--- config.mk ---
export PLATFORM = sky130hd
export DESIGN_NAME = epl_correlator
export DESIGN_NICKNAME = d
export VERILOG_FILES = /design/src/rtl/gps_pkg.sv /design/src/rtl/corr_arm.sv /design/src/rtl/epl_correlator.sv
export SDC_FILE = /design/constraint.sdc
export NUM_CORES = 1
export LEC_CHECK = 0
export ABC_AREA = 1
export CAP_MARGIN = 30
export CELL_PAD_IN_SITES_DETAIL_PLACEMENT = 2
export CELL_PAD_IN_SITES_GLOBAL_PLACEMENT = 2
export CORE_MARGIN = 2
export CORE_UTILIZATION = 33
export CTS_CLUSTER_SIZE = 30
export DETAILED_ROUTE_END_ITERATION = 8
export PLACE_DENSITY_LB_ADDON = 0.1
export SLEW_MARGIN = 10
export SYNTH_ARGS = -nofsm -noshare
export SYNTH_HDL_FRONTEND = slang
export SYNTH_SLANG_ARGS = --single-unit
--- constraint.sdc ---
create_clock -name clk -period 11.84 [get_ports clk]
set_input_delay 3.552 -clock clk [delete_from_list [all_inputs] [get_ports clk]]
set_output_delay 3.552 -clock clk [all_outputs]
set_load 0.02 [all_outputs]
--- src/rtl/gps_pkg.sv ---
// Shared GPS tracking definitions: C/A code length, the dumped-sum bundle and the
// saturating adder used by every correlator arm.
package gps_pkg;

  localparam int unsigned CA_CHIPS  = 1023;
  localparam int unsigned SUM_W     = 20;

  typedef struct packed {
    logic signed [SUM_W-1:0] ei;
    logic signed [SUM_W-1:0] eq;
    logic signed [SUM_W-1:0] pi;
    logic signed [SUM_W-1:0] pq;
    logic signed [SUM_W-1:0] li;
    logic signed [SUM_W-1:0] lq;
  } corr_sums_t;

  // Adds two values already representable in w bits and clamps to the w-bit signed range.
  function automatic logic signed [31:0] sat_add(input logic signed [31:0] a,
                                                 input logic signed [31:0] b,
                                                 input int unsigned       w);
    logic signed [32:0] s;
    logic signed [32:0] max_v;
    logic signed [32:0] min_v;
    s     = {a[31], a} + {b[31], b};
    max_v = (33'sd1 <<< (w - 1)) - 33'sd1;
    min_v = -(33'sd1 <<< (w - 1));
    if (s > max_v) begin
      s = max_v;
    end else if (s < min_v) begin
      s = min_v;
    end
    return s[31:0];
  endfunction

endpackage

--- src/rtl/corr_arm.sv ---
// One correlator arm: wipes a C/A bit off one sample rail and accumulates with saturation.
// sum_o is the accumulator including this cycle's contribution, used for the dump.
module corr_arm
  import gps_pkg::*;
#(
  parameter int unsigned SAMPLE_W = 4,
  parameter int unsigned ACC_W    = 20
) (
  input  logic                      clk,
  input  logic                      rst,
  input  logic                      clr_i,
  input  logic                      en_i,
  input  logic                      code_i,
  input  logic signed [SAMPLE_W-1:0] sample_i,
  output logic signed [ACC_W-1:0]    sum_o
);

  logic signed [ACC_W-1:0] acc_q, acc_d;
  logic signed [31:0]      smp_ext;
  logic signed [31:0]      contrib;

  always_comb begin
    smp_ext = 32'(sample_i);
    // Code bit 1 maps to -1.
    contrib = code_i ? -smp_ext : smp_ext;
    sum_o   = en_i ? ACC_W'(sat_add(32'(acc_q), contrib, ACC_W)) : acc_q;
    acc_d   = clr_i ? '0 : sum_o;
  end

  always_ff @(posedge clk or posedge rst) begin
    if (rst) begin
      acc_q <= '0;
    end else begin
      acc_q <= acc_d;
    end
  end

endmodule

--- src/rtl/epl_correlator.sv ---
// Early/punctual/late integrate-and-dump correlator with a ready/valid dump port.
// Sums are dumped on the last chip tick of each epoch; unread dumps are overwritten.
module epl_correlator
  import gps_pkg::*;
#(
  parameter int unsigned SAMPLE_W        = 4,
  parameter int unsigned ACC_W           = 20,
  parameter int unsigned CHIPS_PER_EPOCH = CA_CHIPS,
  parameter int unsigned EPOCH_CNT_W     = 16
) (
  input  logic                       clk,
  input  logic                       rst,
  input  logic                       start,
  input  logic                       sample_valid,
  input  logic signed [SAMPLE_W-1:0] sample_i,
  input  logic signed [SAMPLE_W-1:0] sample_q,
  input  logic                       code_e,
  input  logic                       code_p,
  input  logic                       code_l,
  input  logic                       chip_tick,
  input  logic                       out_ready,
  output logic                       out_valid,
  output logic signed [ACC_W-1:0]    ei,
  output logic signed [ACC_W-1:0]    eq,
  output logic signed [ACC_W-1:0]    pi,
  output logic signed [ACC_W-1:0]    pq,
  output logic signed [ACC_W-1:0]    li,
  output logic signed [ACC_W-1:0]    lq,
  output logic [EPOCH_CNT_W-1:0]     epoch_cnt,
  output logic                       overrun
);

  localparam int unsigned CntW = $clog2(CHIPS_PER_EPOCH + 1);
  localparam logic [CntW-1:0] LastChip = CntW'(CHIPS_PER_EPOCH - 1);

  logic                    armed_q, armed_d;
  logic [CntW-1:0]         chip_cnt_q, chip_cnt_d;
  logic                    out_valid_q, out_valid_d;
  logic                    overrun_q, overrun_d;
  logic [EPOCH_CNT_W-1:0]  epoch_cnt_q, epoch_cnt_d;
  logic signed [ACC_W-1:0] dump_q [6];
  logic signed [ACC_W-1:0] sum_w [6];
  logic [5:0]              code_sel;
  logic                    boundary, consume, acc_en, acc_clr;

  // Arm order: EI, EQ, PI, PQ, LI, LQ.
  assign code_sel = {code_l, code_l, code_p, code_p, code_e, code_e};

  always_comb begin
    // start takes priority over a coincident boundary.
    boundary = armed_q & chip_tick & (chip_cnt_q == LastChip) & ~start;
    consume  = out_valid_q & out_ready;
    acc_en   = armed_q & sample_valid;
    acc_clr  = start | boundary;
  end

  for (genvar k = 0; k < 6; k++) begin : g_arm
    corr_arm #(
      .SAMPLE_W(SAMPLE_W),
      .ACC_W   (ACC_W)
    ) u_arm (
      .clk     (clk),
      .rst     (rst),
      .clr_i   (acc_clr),
      .en_i    (acc_en),
      .code_i  (code_sel[k]),
      .sample_i((k % 2 == 0) ? sample_i : sample_q),
      .sum_o   (sum_w[k])
    );
  end

  always_comb begin
    armed_d     = armed_q | start;
    chip_cnt_d  = chip_cnt_q;
    out_valid_d = out_valid_q;
    overrun_d   = overrun_q;
    epoch_cnt_d = epoch_cnt_q;
    if (start) begin
      chip_cnt_d = '0;
    end else if (armed_q && chip_tick) begin
      chip_cnt_d = (chip_cnt_q == LastChip) ? '0 : chip_cnt_q + 1'b1;
    end
    if (boundary) begin
      out_valid_d = 1'b1;
      epoch_cnt_d = epoch_cnt_q + 1'b1;
      if (out_valid_q && !out_ready) begin
        overrun_d = 1'b1;
      end
    end else if (consume) begin
      out_valid_d = 1'b0;
    end
    if (start) begin
      overrun_d = 1'b0;
    end
  end

  always_ff @(posedge clk or posedge rst) begin
    if (rst) begin
      armed_q     <= 1'b0;
      chip_cnt_q  <= '0;
      out_valid_q <= 1'b0;
      overrun_q   <= 1'b0;
      epoch_cnt_q <= '0;
      for (int k = 0; k < 6; k++) begin
        dump_q[k] <= '0;
      end
    end else begin
      armed_q     <= armed_d;
      chip_cnt_q  <= chip_cnt_d;
      out_valid_q <= out_valid_d;
      overrun_q   <= overrun_d;
      epoch_cnt_q <= epoch_cnt_d;
      if (boundary) begin
        for (int k = 0; k < 6; k++) begin
          dump_q[k] <= sum_w[k];
        end
      end
    end
  end

  assign out_valid = out_valid_q;
  assign overrun   = overrun_q;
  assign epoch_cnt = epoch_cnt_q;
  assign ei        = dump_q[0];
  assign eq        = dump_q[1];
  assign pi        = dump_q[2];
  assign pq        = dump_q[3];
  assign li        = dump_q[4];
  assign lq        = dump_q[5];

endmodule

==> out/metrics.cfg <==
[global_routing]
grtUsageTotal=0.260
grt_pass1_wl_um=164000
grt_pass1_vias=29800
grt_overflow=0
grt_max_degree=113
antenna_found_initial=5

[routing]
drt_iter0_markers=911
viasPerCell=4.99
wl_um=104000
drc_errors=0
vias=27200
final_antenna_net_count=0
drtPass1Iterations=5
wl_per_cell_um=19.0

[timing]
fin_crit_ns=8.42
rsz0062_at_grt=false
hold_slack_ns=0.479
timing.fmax_mhz=119
slew-limit-headroom=0.286
hold_viol_final=0
finClkSkew_ns=0.0213
setup_viol=0
slew_viol_final=0
setup_ws_ns=3.42
period_share=0.711
tightest_slew_ns=1.07
tns_ns=0

[setup_path]
path_class=in2reg
critPathMaxStageDelay_ns=0.80
cp-end-kind=register
cp.arrival_ns=8.82
cpMostUsedCell=nand2_1
cp_cell_sequence=clkdlybuf4s50_1 > inv_1 > nand3_1 > ha_1 > inv_1 > a21oi_1 > ha_1 > nand2_1 > nor2_2 > nand2_1 > nor2_1 > nand2_1 > nand4_1 > nand2_1 > nor2_1 > nand2_1 > nor2_2 > nand3_2 > a21oi_4 > nand2_1 > nand2_1 > nor2_1
crit_path_top_delay_cell=a21oi_1
cp.required_ns=12.24
crit_family=simple AND/OR/NAND/NOR gates
crit_buf_inv=3
crit_fanout=19
worstSetupStartpointType=input pin

[finish]
diodes=0
nets=4576
area_growth_pct=14.3
fillers=9848
drive_above_1_share=0.0641

[die]
core-area_sq_mm=0.0772
die_y_um=283
initial_core_util=0.332
io_pins=155
dieArea_sq_mm=0.0799
rows=102
die_w_um=283

[logic_synthesis]
yosys-top-cells-count=1798 x nand2_1, 577 x inv_1, 414 x nor2_1
synth.yosys.seq_area_share=0.263
synth.ff_latch_count=269
synthDistinctLibCells=51
synth.top_cell.area_share=0.263
synth_edf_count=0
synth.most_common_cell=nand2_1
syn_avg_cell_area_sq_um=6.00
ys_warn_count=0
syn_inst=4268
synthFlopType=dfrtp_1
synth_nets=4454
synth_top_area_cell=nand2_1
synthArstFlopShare=1.00
syn_area_sq_mm=0.0256
netlist_top_cells_area=nand2_1 26%, dfrtp_1 26%, inv_1 8.5%

[power]
peakVddDrop_mv=0.100
p_per_area_mw_per_mm2=155
p_leak_nw=16.8

[clocking]
cts_inserted_buffers=37
cts_resized=0
postCtsHoldBufs=0
htree_levels=2
clkLatencyLatePin_ns=0.57
path_clk_slew_ns=0.05
clock_sink_count=269
cts_tree=done
postCtsSetupBuffers=0
cts.path.max_buffers=3
cts-root-buf=clkbuf_16

[min_path]
hp-class=reg2reg

[placement]
port_buffers=154
hpwl_um=81200
gp_congestion=0.880
pre_cts_ws_ns=2.73

[job]
cap_viol_max_count=0

[outcome]
status=finished clean

per-layer routing:
metal  vias up  global-route usage  share of wire
li1      13400                   -              -
met1     13400               0.334           0.46
met2       277               0.463           0.49
met3       125              0.0286          0.026
met4        10              0.0663          0.025
met5         -                   0        0.00055
final cells by class:
type	instances	area [sq um]	area share
Tap cell	1040	1300	0.0444
Clock inverter	5	38.8	0.00132
Inverter	591	2230	0.0761
Multi-Input combinational cell	3321	16200	0.553
Sequential cell	269	6730	0.230
Timing Repair Buffer	170	1670	0.0572
Clock buffer	57	1100	0.0377
worst reg2reg max path: stages, from the launching register on:
cell,delay (ns)
dfrtp_1,0.49
ha_1,0.70
nand2_1,0.29
nor2_2,0.24
nand2_1,0.13
nor2_1,0.13
nand2_1,0.10
nand4_1,0.10
nand2_1,0.09
nor2_1,0.18
nand2_1,0.09
nor2_2,0.12
nand3_2,0.09
a21oi_4,0.68
nand2_1,0.19
nand2_1,0.12
nor2_1,0.04
report_power, final:
part	internal, mW	leakage (nW)	total (mW)	switching, mW
combinational	0.719	12.6	2.38	1.66
sequential	0.992	3.60	1.05	0.0560
clock	0.639	0.555	1.10	0.462
total	2.35	16.8	4.52	2.17
flip-flops by register name, summed over array words and instances (netlist names):
signal,flops
armed_q,1
chip_cnt_q,10
ei,20
epoch_cnt,16
eq,20
g_arm.u_arm.acc_q,120
li,20
lq,20
out_valid,1
overrun,1
pi,20
pq,20
kinds of logic after synthesis:
kind of cell	count (synthesis)	share of synthesized area
AOI/OAI and AO/OA	248	0.0535
xor gates and xnor gates	121	0.0416
adders and majority gates	169	0.0843
buffers and inverters	678	0.106
DFF	269	0.263
muxes	1	0.000391
and+or+nand+nor	2782	0.452
cell usage in the layout (no fill, tap or decap), types with 3 or more instances in the layout:
master and instances:
a31o_2 3, nor2_2 13, a21oi_4 4, nor3_1 23
xor2_1 106, clkbuf_8 6, or2_2 111, buf_4 15
a21oi_2 5, nand3_1 293, o21bai_1 9, clkdlybuf4s50_1 154
nand4_1 51, inv_2 10, o21ai_0 50, clkbuf_16 39
clkbuf_1 12, nand3_2 6, nand2_1 1796, nand2_4 8
nor2_1 413, nand3b_1 4, xnor2_1 14, ha_1 163
fa_1 6, nand2_2 44, a21oi_1 162, nor2_4 3
dfrtp_1 269, a31oi_1 5, nor4_1 6, inv_1 576
path summary, 6_finish.rpt:
kind                                                 endpoint                               start  slack [ns]  depth (start not counted)
min                                         lq[7]$_DFFE_PP0P_                   lq[7]$_DFFE_PP0P_        0.48                          2
max in group asynchronous  g_arm[1].u_arm.acc_q[14]$_DFF_PP0_                                 rst        7.03                          3
max reg2reg                g_arm[4].u_arm.acc_q[14]$_DFF_PP0_  g_arm[4].u_arm.acc_q[19]$_DFF_PP0_        7.92                         16
min in group asynchronous                  lq[15]$_DFFE_PP0P_                                 rst        3.58                          2
max                        g_arm[4].u_arm.acc_q[14]$_DFF_PP0_                         sample_i[0]        3.42                         22
min reg2reg                                 lq[7]$_DFFE_PP0P_                   lq[7]$_DFFE_PP0P_        0.48                          2
stage by stage:
step / utilization / total power, mW / cells / area [sq um]
5_1_grt: 0.379 / 4.93 / 5453 / 29300
3_3_place_gp: 0.364 / 3.37 / 5390 / 28100
6_report: 0.379 / 4.52 / 5453 / 29300
4_1_cts: 0.379 / 4.58 / 5452 / 29300
3_5_place_dp: 0.364 / 3.44 / 5390 / 28100
2_1_floorplan: - / 2.77 / 4268 / 25600
Power figures use the tool's default switching activity.
